--- config.mk ---
export PLATFORM = sky130hd
export DESIGN_NAME = packet_decoder
export DESIGN_NICKNAME = d
export VERILOG_FILES = /design/src/rtl/packet_decoder.sv
export SDC_FILE = /design/constraint.sdc
export NUM_CORES = 1
export LEC_CHECK = 0
export CAP_MARGIN = 25
export CORE_MARGIN = 2
export CORE_UTILIZATION = 47
export CTS_CLUSTER_DIAMETER = 150
export DETAILED_ROUTE_END_ITERATION = 12
export MAX_ROUTING_LAYER = met4
export PLACE_DENSITY = 0.88
export SLEW_MARGIN = 5
export SYNTH_ARGS = -nofsm -noshare
export SYNTH_HDL_FRONTEND = slang
export SYNTH_SLANG_ARGS = --single-unit
--- constraint.sdc ---
create_clock -name ipClk -period 1.6 [get_ports ipClk]
set_clock_uncertainty 0.2 [all_clocks]
set_input_delay 0.32 -clock ipClk [delete_from_list [all_inputs] [get_ports ipClk]]
set_output_delay 0.32 -clock ipClk [all_outputs]
set_load 0.1 [all_outputs]
--- src/rtl/packet_decoder.sv ---
// rtl/packet_decoder.sv - framed byte-stream decoder: SYNC, DEST, SOURCE, LENGTH, payload
//
// Purpose: pulls packets out of a UART byte stream and forwards the payload
// with start/end markers and the header fields latched alongside.
//
// Ports:
//   ipClk        in   clock, rising edge
//   reset        in   synchronous active-high reset
//   ipRxData     in   [7:0] received byte
//   ipRxValid    in   one-cycle strobe qualifying ipRxData (no backpressure)
//   opPktData    out  [7:0] payload byte, one cycle after its input strobe
//   opPktValid   out  qualifies opPktData
//   opPktSoP     out  first payload byte of the packet
//   opPktEoP     out  last payload byte of the packet
//   opPktDest    out  [7:0] destination byte of the current packet
//   opPktSource  out  [7:0] source byte of the current packet
//   opPktLength  out  [7:0] payload length of the current packet
//   opError      out  one-cycle pulse on zero length or inter-byte timeout
`timescale 1ns/1ps
module packet_decoder #(
    parameter logic [7:0] SYNC_BYTE      = 8'h55,
    parameter int         TIMEOUT_CYCLES = 1000
) (
    input  logic       ipClk,
    input  logic       reset,
    input  logic [7:0] ipRxData,
    input  logic       ipRxValid,
    output logic [7:0] opPktData,
    output logic       opPktValid,
    output logic       opPktSoP,
    output logic       opPktEoP,
    output logic [7:0] opPktDest,
    output logic [7:0] opPktSource,
    output logic [7:0] opPktLength,
    output logic       opError
);

    localparam int                 CNT_W    = $clog2(TIMEOUT_CYCLES + 1);
    // The counter reaches TIMEOUT_CYCLES on the edge where it currently holds this value.
    localparam logic [CNT_W-1:0]   CNT_LAST = CNT_W'(TIMEOUT_CYCLES - 1);

    typedef enum logic [2:0] {
        S_IDLE,
        S_DEST,
        S_SOURCE,
        S_LENGTH,
        S_PAYLOAD
    } state_t;

    state_t           state_q;
    logic [CNT_W-1:0] gap_cnt_q;
    logic [CNT_W-1:0] gap_cnt_d;
    logic [7:0]       rem_cnt_q;
    logic [7:0]       data_q;
    logic             valid_q;
    logic             sop_q;
    logic             eop_q;
    logic [7:0]       dest_q;
    logic [7:0]       source_q;
    logic [7:0]       length_q;
    logic             error_q;
    logic             timeout_hit;

    // A valid byte on the expiry cycle takes priority over the timeout.
    assign timeout_hit = (state_q != S_IDLE) && !ipRxValid && (gap_cnt_q == CNT_LAST);

    always_comb begin
        gap_cnt_d = gap_cnt_q;
        if ((state_q == S_IDLE) || ipRxValid || timeout_hit) begin
            gap_cnt_d = '0;
        end else begin
            gap_cnt_d = gap_cnt_q + CNT_W'(1);
        end
    end

    always_ff @(posedge ipClk) begin
        if (reset) begin
            state_q   <= S_IDLE;
            gap_cnt_q <= '0;
            rem_cnt_q <= 8'h00;
            data_q    <= 8'h00;
            valid_q   <= 1'b0;
            sop_q     <= 1'b0;
            eop_q     <= 1'b0;
            dest_q    <= 8'h00;
            source_q  <= 8'h00;
            length_q  <= 8'h00;
            error_q   <= 1'b0;
        end else begin
            valid_q   <= 1'b0;
            sop_q     <= 1'b0;
            eop_q     <= 1'b0;
            error_q   <= 1'b0;
            gap_cnt_q <= gap_cnt_d;

            if (timeout_hit) begin
                error_q <= 1'b1;
                state_q <= S_IDLE;
            end else if (ipRxValid) begin
                case (state_q)
                    S_IDLE: begin
                        if (ipRxData == SYNC_BYTE) begin
                            state_q <= S_DEST;
                        end
                    end
                    S_DEST: begin
                        dest_q  <= ipRxData;
                        state_q <= S_SOURCE;
                    end
                    S_SOURCE: begin
                        source_q <= ipRxData;
                        state_q  <= S_LENGTH;
                    end
                    S_LENGTH: begin
                        length_q <= ipRxData;
                        if (ipRxData == 8'h00) begin
                            error_q <= 1'b1;
                            state_q <= S_IDLE;
                        end else begin
                            rem_cnt_q <= ipRxData;
                            state_q   <= S_PAYLOAD;
                        end
                    end
                    S_PAYLOAD: begin
                        // SYNC_BYTE is ordinary data here; only the count ends the packet.
                        data_q    <= ipRxData;
                        valid_q   <= 1'b1;
                        sop_q     <= (rem_cnt_q == length_q);
                        eop_q     <= (rem_cnt_q == 8'd1);
                        rem_cnt_q <= rem_cnt_q - 8'd1;
                        if (rem_cnt_q == 8'd1) begin
                            state_q <= S_IDLE;
                        end
                    end
                    default: begin
                        state_q <= S_IDLE;
                    end
                endcase
            end
        end
    end

    assign opPktData   = data_q;
    assign opPktValid  = valid_q;
    assign opPktSoP    = sop_q;
    assign opPktEoP    = eop_q;
    assign opPktDest   = dest_q;
    assign opPktSource = source_q;
    assign opPktLength = length_q;
    assign opError     = error_q;

endmodule

# Word level (Yosys, flattened, before mapping)
# Index checks and enable logic that the tools add are counted.
# word_totals
word_cells	57
ff_bits	57
# op_classes
n_addsub	2
bitwise	3
reduce_logical	19
n_mux	11
eq_ne	11
# ops
operator	n
$pmux W8 S2	1
$pmux W3 S5	1
$reduce_and A3 Y1	5
$add A10 B1 Y10 const B	1
$eq A10 B10 Y1 const B	1
$mux W3	3
$eq A8 B1 Y1 const B	1
$eq A8 B7 Y1 const B	1
$eq A8 B8 Y1	1
$logic_not A8 Y1	1
$mux W8	1
$sub A8 B1 Y8 const B	1
$eq A3 B2 Y1 const B	2
$mux W1	5
$ne A2 B2 Y1 const B	2
$reduce_and A4 Y1	1
$reduce_or A2 Y1	2
$reduce_or A4 Y1	1
$eq A3 B1 Y1 const B	1
$eq A3 B3 Y1 const B	1
$logic_not A3 Y1	1
$not A1 Y1	3
$reduce_bool A3 Y1	1
$reduce_or A3 Y1	1
5 further kinds	7

# Logic depth before layout (Yosys ltp)
# Gate-level depths: netlist (run 1).
# logic_depth
word_depth	5
ltp_mapped	7
ltp_nobuf	6

# Least setup slack after synthesis (run 1)
# Ideal clock, no wire load.
# synth_path
kind	register -> register
from	register gap_cnt_q[0]
to	register state_q[1]
path_buffers	0
path_slack_ns	-0.210
synth_period_minus_slack_ns	1.810
path_stages_with_launch	6
t_required_ns	1.271
arrival_time_ns	1.481
cell_sequence	dfxtp_1 ha_1 nand2_1 or4_4 o31ai_1 nor2_1
# synth_via
elab_chain_cells	3
# synth_rtl
element	line	text
start, declared	51	logic [CNT_W-1:0] gap_cnt_q;
start signal, assigned	94	gap_cnt_q <= gap_cnt_d;
$eq A10 B10 Y1	65	assign timeout_hit = (state_q != S_IDLE) && !ipRxValid && (gap_cnt_q == CNT_LAST);
$logic_and A1 B1 Y1	65	
$reduce_or A2 Y1 (no source line)	--	
end signal, assigned	78	state_q <= S_IDLE;
end signal, assigned	98	state_q <= S_IDLE;
end signal, assigned	103	state_q <= S_DEST;
end, declared	50	state_t state_q;
# Every way passes these cells.
# A chain may end at the register's enable or synchronous reset.

# Worst setup path in the final report (run 1)
# layout_path
from	register state_q[1]
to	register rem_cnt_q[1]
# layout_via
elab_chain_cells	5
# layout_rtl
element	line	text
branches (longest 5 deep; another with $reduce_and A4 Y1)	--	
end signal, assigned	120	rem_cnt_q <= ipRxData;
end signal, assigned	130	rem_cnt_q <= rem_cnt_q - 8'd1;
end, declared	53	logic [7:0] rem_cnt_q;
# Parallel ways; which one is timed is not known.

==> run summary, run 1 <==
Status - finished with violations
Violated checks - setup timing
Fin. max-slew vios - 0
Crit path buf inv count - 3
# clock sinks - 57
Slowest CP cell - dfxtp_4
HP Class - input pin to flip-flop
Share of layout cells above drive strength 1 - 0.549
Port buffer count - 46
Dpl hpwl - 6170 um
Final setup margin - -0.310 ns
Clock Power Share - 0.430
Synth Net Count - 299
Hold Path End - opPktData[6]
Highest clock rate - 523 MHz
Die area - 0.00604 mm2
Syn Inst Count - 285
DIE HEIGHT - 77.7 um
Yosys warns - 0
Seq/Total Area, Yosys - 0.446
Reg-to-reg endpoint - rem_cnt_q[1]
ANT cells - 0
Reg area - 0.00117 mm2
Power Density - 585 mW/mm2
Share of power burned in registers - 0.512
Synth cell types - 45
Area grow syn2layout - 84.7%
First-pass GRT wire length - 16400 um
Final GP Congestion - 0.874
Max-cap viol count - 0
CP top delay family - compound AO/OA/AOI/OAI gates
Period utilisation layout - 1.19
Total GRT Usage - 0.372
Crit-path cells - buf_6, nor3b_4, buf_6, buf_6, nor2_2, a221o_2, a21oi_2
Vias/cell - 6.64
Area occupied by multi-input gates - 0.00176 mm2
Beginning of the worst hold path - ipRxData[6]
Cell Area, Placed - 0.00389 mm2
Antenna violations before repair - 0
Placed cells - 442
Crit Path Class - flip-flop to flip-flop
Post-DRT Antenna Nets - 0
Max stage delay on crit path - 0.37 ns
CTS tree - yes
Max IR drop VDD - 0.00149 V
Top_reg_cell synth - dfxtp_1
Cell repeated most along the worst path - buf_6
Hold Vio Cnt, Final - 0
Slew margin rel. - 0.710
1st-iter DRT viols - 460
Crit start category - flip-flop
Switching share of power - 0.257
Fraction of power consumed by combinational cells - 0.058
Top Ports - 47
Post-synth EDFFs - 0
P_sw - 710 uW
GRT Residual Overflow - 0
Drt total wl - 13400 um
Most frequent cell after synthesis - dfxtp_1
Clock Latency Late Sink - 0.35 ns
Final Setup Violations - 50
FFs w/ async S/R, synth - 0
Mapped Avg Cell Area - 8.97 um2
Worst Tran Pin Value - 0.431 ns
Final #Nets - 420
FILL cells - 161
Root buffer cell - clkbuf_8
Clock H-tree levels - 3
Worst EP required - 1.68 ns
Largest net degree at the start of global routing - 25
Internal power - 2.05 mW
Synth cell count leaders - dfxtp_1 (57), nand2_1 (47), nor2_1 (32)
R2r startpoint - state_q[1]
Clock Path Buffers - 2
Layout Cells excl Fill - 480
Drt pass-1 iters - 5
Detailed-route via count - 3186
Worst Path Max Fanout - 4
Drt drc - 0
Cell leakage power - 1.71 nW
Unrepaired setup endpoints after global routing - yes
WP data arrival - 1.99 ns
Synth area leaders - dfxtp_1 (45%), nand2_1 (6.9%), mux2i_1 (6.3%), a21oi_1 (5.1%), nor2_1 (4.7%)
FF+latch count, synth - 57
R2r setup slk - -0.31 ns
Hold depth - 4
CP endpoint kind - flip-flop
Die width - 77.7 um
Share of the synthesized area in the top cell type - 0.446
Post-layout min period - 1.91 ns
TritonCTS Buffers - 9
DR WL/cell - 27.9 um
Post-route cell area - 0.00472 mm2
R2R depth - 7
Synthesized area - 0.00256 mm2
Clock slew at the register clock pins of the worst setup and hold paths - 0.07 ns
Starting Density - 0.494
Vias in the first global route - 3109
Yosys top cell by area - dfxtp_1
Core footprint - 0.00517 mm2
FP Rows - 26
## state kept, by name, summed over array words and instances (netlist names)
signal       flops
opPktSource      8
opPktValid       1
opPktSoP         1
opPktDest        8
opPktEoP         1
opPktLength      8
opError          1
gap_cnt_q       10
opPktData        8
state_q          3
rem_cnt_q        8
## routing by layer
| metal | global-route usage | wire length, um |
|---|---|---|
| met1 | 0.386 | 4380 |
| met2 | 0.615 | 6410 |
| met3 | 0.101 | 1450 |
| met4 | 0.252 | 1160 |
| met5 | - | 0 |
## worst register-to-register path, delay by kind of cell (launching register included)
family          cells  cell delay, ns
compound gates      2            0.53
buf+inv             3            0.46
flops               1            0.37
simple gates        2            0.29
## cell usage in the layout, fill, tap and decap left out, types with 4 or more instances in the layout
cell type	n
a21oi_1	17
a21oi_2	9
buf_12	39
buf_4	55
buf_6	19
clkbuf_8	10
clkinv_2	4
dfxtp_1	37
dfxtp_2	18
mux2i_1	11
nand2_1	35
nand2_4	10
nand3_1	6
nand4_1	5
nand4b_1	4
nor2_1	24
nor2_4	5
nor3_1	5
xnor2_1	13
## area by class of cell
cell class	instances	share of cell area
multi-input cells	210	0.372
repair buffers	125	0.325
flip-flops and latches	57	0.248
clock buffers	11	0.0299
well taps	70	0.0186
clock inverters	4	0.00424
inverters	3	0.00239
## per-stage QoR
step                hold slack [ns]  TNS [ns]   util  worst slack (ns)  power (mW)
floorplan                     0.195    -0.878      -            -0.136        1.49
global placement              0.278    -23.70  0.753            -0.643        1.57
detailed placement            0.284    -26.82  0.753            -0.712        1.57
CTS                           0.197    -0.777  0.830           -0.0998        2.69
global route                  0.242     -6.57  0.913            -0.271        2.83
finish                        0.256     -5.41  0.913            -0.310        2.76
## worst max-delay path by stage
stage                            from      endpoint  slack, ns  depth (start not counted)
final                      state_q[1]  rem_cnt_q[1]      -0.31                          7
after global routing       state_q[0]  rem_cnt_q[7]      -0.27                          7
after floorplan           ipRxData[4]  rem_cnt_q[5]      -0.14                          5
after global placement    ipRxData[5]  rem_cnt_q[3]      -0.64                          6
after detailed placement  ipRxData[4]  rem_cnt_q[1]      -0.71                          6
after CTS                  state_q[1]  rem_cnt_q[6]       -0.1                          7
## power groups by stage
stage               clock (mW)  sequential, mW  combinational, mW
floorplan                    0            1.45             0.0360
global placement             0            1.45              0.119
detailed placement           0            1.45              0.124
CTS                       1.14            1.42              0.126
global route              1.26            1.41              0.160
finish                    1.19            1.42              0.160
## logic make-up (layout without fill, tap and decap cells)
family	after synthesis	count (layout)	synth area share
buffers and inverters	20	143	0.0396
multiplexers	16	16	0.0627
AO/OA/AOI/OAI	46	46	0.126
flip-flops	57	57	0.446
XOR/XNOR	16	16	0.0548
adder cells (fa/ha/maj)	3	3	0.0147
AND/OR/NAND/NOR	127	129	0.256
## what timing repair did
action                     CTS  global route
hold buffers                 0             0
gates cloned                 3             2
buffers inserted             9            12
setup endpoints to repair   49            48
gates resized for setup     60            82
pin swaps                   22            35
hold endpoints to repair     0             0
Power figures use the tool's default switching activity.
==> run 2, diff against run 1 <==
- CAP_MARGIN: 25 -> 20
==> results of run 2 <==
The final DEF is identical to that of run 1; final timing and power are the same.
==> run 3, diff against run 2 <==
- CTS_BUF_LIST: not set -> sky130_fd_sc_hd__clkbuf_16
==> run summary, run 3 (same netlist as run 1, synthesis figures left out) <==
Status - finished with violations
Violated checks - setup timing
Antenna violations before repair - 0 (unchanged)
Die area - 0.00604 mm2 (unchanged)
Vias in the first global route - 3194 (+2.7%)
Number of flip-flops in the largest register - 10 (unchanged)
Final #Nets - 417 (-0.71%)
Clock slew at the register clock pins of the worst setup and hold paths - 0.05 ns (-0.02 ns)
Detailed-route via count - 3130 (-1.8%)
Largest net degree at the start of global routing - 25 (unchanged)
Share of layout cells above drive strength 1 - 0.514 (-0.0353)
Final setup margin - -0.292 ns (+0.0184 ns)
Crit Path Class - flip-flop to flip-flop
Top Ports - 47 (unchanged)
Max IR drop VDD - 0.000819 V (-45%)
Slowest CP cell - a221o_2
# clock sinks - 57 (unchanged)
WP data arrival - 1.95 ns (-0.04 ns)
R2R depth - 5 (-2)
Drt drc - 0 (unchanged)
Hold Path End - opPktLength[5]
Total GRT Usage - 0.394 (+0.0221)
Clock Latency Late Sink - 0.33 ns (-0.02 ns)
Clock Path Buffers - 2 (unchanged)
FP Rows - 26 (unchanged)
Commonest non-fill, non-tap cells in the layout - buf_4 (58), nand2_1 (44), buf_12 (39), dfxtp_1 (37), nor2_1 (24)
Highest clock rate - 529 MHz (+0.97%)
Cell leakage power - 1.72 nW (+0.58%)
Power Density - 699 mW/mm2 (+19%)
GRT Residual Overflow - 0 (unchanged)
1st-iter DRT viols - 486 (+5.7%)
Largest Register - gap_cnt_q
Crit path buf inv count - 1 (-2)
Fin Setup TNS - -7.50 ns (-2.09 ns)
Drt pass-1 iters - 8 (+3)
CTS tree - yes
Port buffer count - 46 (unchanged)
DR WL/cell - 27.5 um (-1.5%)
Final GP Congestion - 0.874 (unchanged)
Worst EP required - 1.65 ns (-0.03 ns)
First-pass GRT wire length - 17300 um (+5.4%)
Clock H-tree levels - 3 (unchanged)
Hold Vio Cnt, Final - 0 (unchanged)
Post-layout min period - 1.89 ns (-0.0184 ns)
Worst Tran Pin Value - 0.441 ns (+0.0104 ns)
Place WS - -0.712 ns (unchanged)
Final Setup Violations - 50 (unchanged)
Commonest non-fill, non-tap cell in the layout - buf_4
Post-DRT Antenna Nets - 0 (unchanged)
HP Class - input pin to flip-flop
Period utilisation layout - 1.18 (-0.0115)
Core footprint - 0.00517 mm2 (unchanged)
Slew margin rel. - 0.703 (-0.00695)
Max-cap viol count - 0 (unchanged)
Drt total wl - 13100 um (-2.2%)
Reg-to-reg endpoint - rem_cnt_q[1]
Vias/cell - 6.56 (-1.1%)
R2r startpoint - state_q[0]
Fin. max-slew vios - 0 (unchanged)
R2r setup slk - -0.29 ns (+0.02 ns)
TritonCTS Buffers - 9 (unchanged)
Starting Density - 0.494 (unchanged)
DIE HEIGHT - 77.7 um (unchanged)
CP endpoint kind - flip-flop
Max stage delay on crit path - 0.43 ns (+0.06 ns)
ANT cells - 0 (unchanged)
Unrepaired setup endpoints after global routing - yes
Beginning of the worst hold path - ipRxData[5]
Crit-path cells - buf_6, nor3b_4, nand2_4, a221o_2, a21oi_4
Hold depth - 4 (unchanged)
Dpl hpwl - 6170 um (unchanged)
Die width - 77.7 um (unchanged)
Area grow syn2layout - 81.1%
Root buffer cell - clkbuf_16
CP top delay family - compound AO/OA/AOI/OAI gates
Crit start category - flip-flop
Worst Path Max Fanout - 7 (+3)
# hold bufs at CTS - 0 (unchanged)
run 3: cell types whose count changed in the layout (fill, tap and decap cells not counted), sizes merged:
cell / before / now
clkbuf: 13 / 9
buf: 116 / 119
clkdlybuf4s15: 4 / 2
clkinv: 4 / 5
dlygate4sd2: 2 / 1
inv: 3 / 4
nand2: 50 / 49
run 3: power breakdown:
part	leakage (nW)	switching, mW	internal [mW]
sequential	0.469	0.000391	1.42
clock	0.133	0.654	1.01
combinational	1.12	0.0947	0.0513
total	1.72	0.749	2.48
run 3: how the worst max path moves through the flow:
stage	startpoint	endpoint	slack (ns)	cells after the start
2_1_floorplan	ipRxData[4]	rem_cnt_q[5]	-0.14	5
3_3_place_gp	ipRxData[5]	rem_cnt_q[3]	-0.64	6
3_5_place_dp	ipRxData[4]	rem_cnt_q[1]	-0.71	6
4_1_cts	state_q[1]	rem_cnt_q[2]	-0.12	6
5_1_grt	state_q[0]	rem_cnt_q[1]	-0.33	5
6_report	state_q[0]	rem_cnt_q[1]	-0.29	5
run 3: final cells by class:
cell class,count,area [um2]
clock inverters,6,27.5
repair buffers,123,1490
well taps,70,87.6
clock buffers,9,225
multi-input cells,209,1620
fillers,184,544
inverters,3,11.3
flip-flops and latches,57,1170
run 3: through the flow:
stage               cells  power, mW  cell area, um2  utilization  hold WS [ns]
finish                477       3.23            4630        0.895         0.241
detailed placement    442       1.57            3890        0.753         0.284
global placement      442       1.57            3890        0.753         0.278
CTS                   468       3.20            4400        0.850         0.213
global route          477       3.31            4630        0.895         0.220
floorplan             285       1.49            2610            -         0.195
run 3: routing by layer:
metal / GRT usage / vias to the layer above / routed length (um)
met5: - / - / 0
met1: 0.401 / 1465 / 4230
li1: - / 1230 / -
met2: 0.641 / 299 / 6010
met4: 0.332 / 0 / 1480
met3: 0.0907 / 136 / 1400
run 3: timing repair:
| item | 4_1_cts | 5_1_grt |
|---|---|---|
| hold endpoints to repair | 0 | 0 |
| endpoints found under the setup margin | 55 | 50 |
| gates resized for setup | 75 | 38 |
| buffers inserted | 9 | 9 |
| pin swaps | 21 | 24 |
| cloned | 2 | 1 |
run 3: worst register-to-register path: cells and delay by family, from the launching register on:
kind	cells	cell delay [ns]
compound gates	2	0.63
simple gates	2	0.52
flops	1	0.34
buf+inv	1	0.13
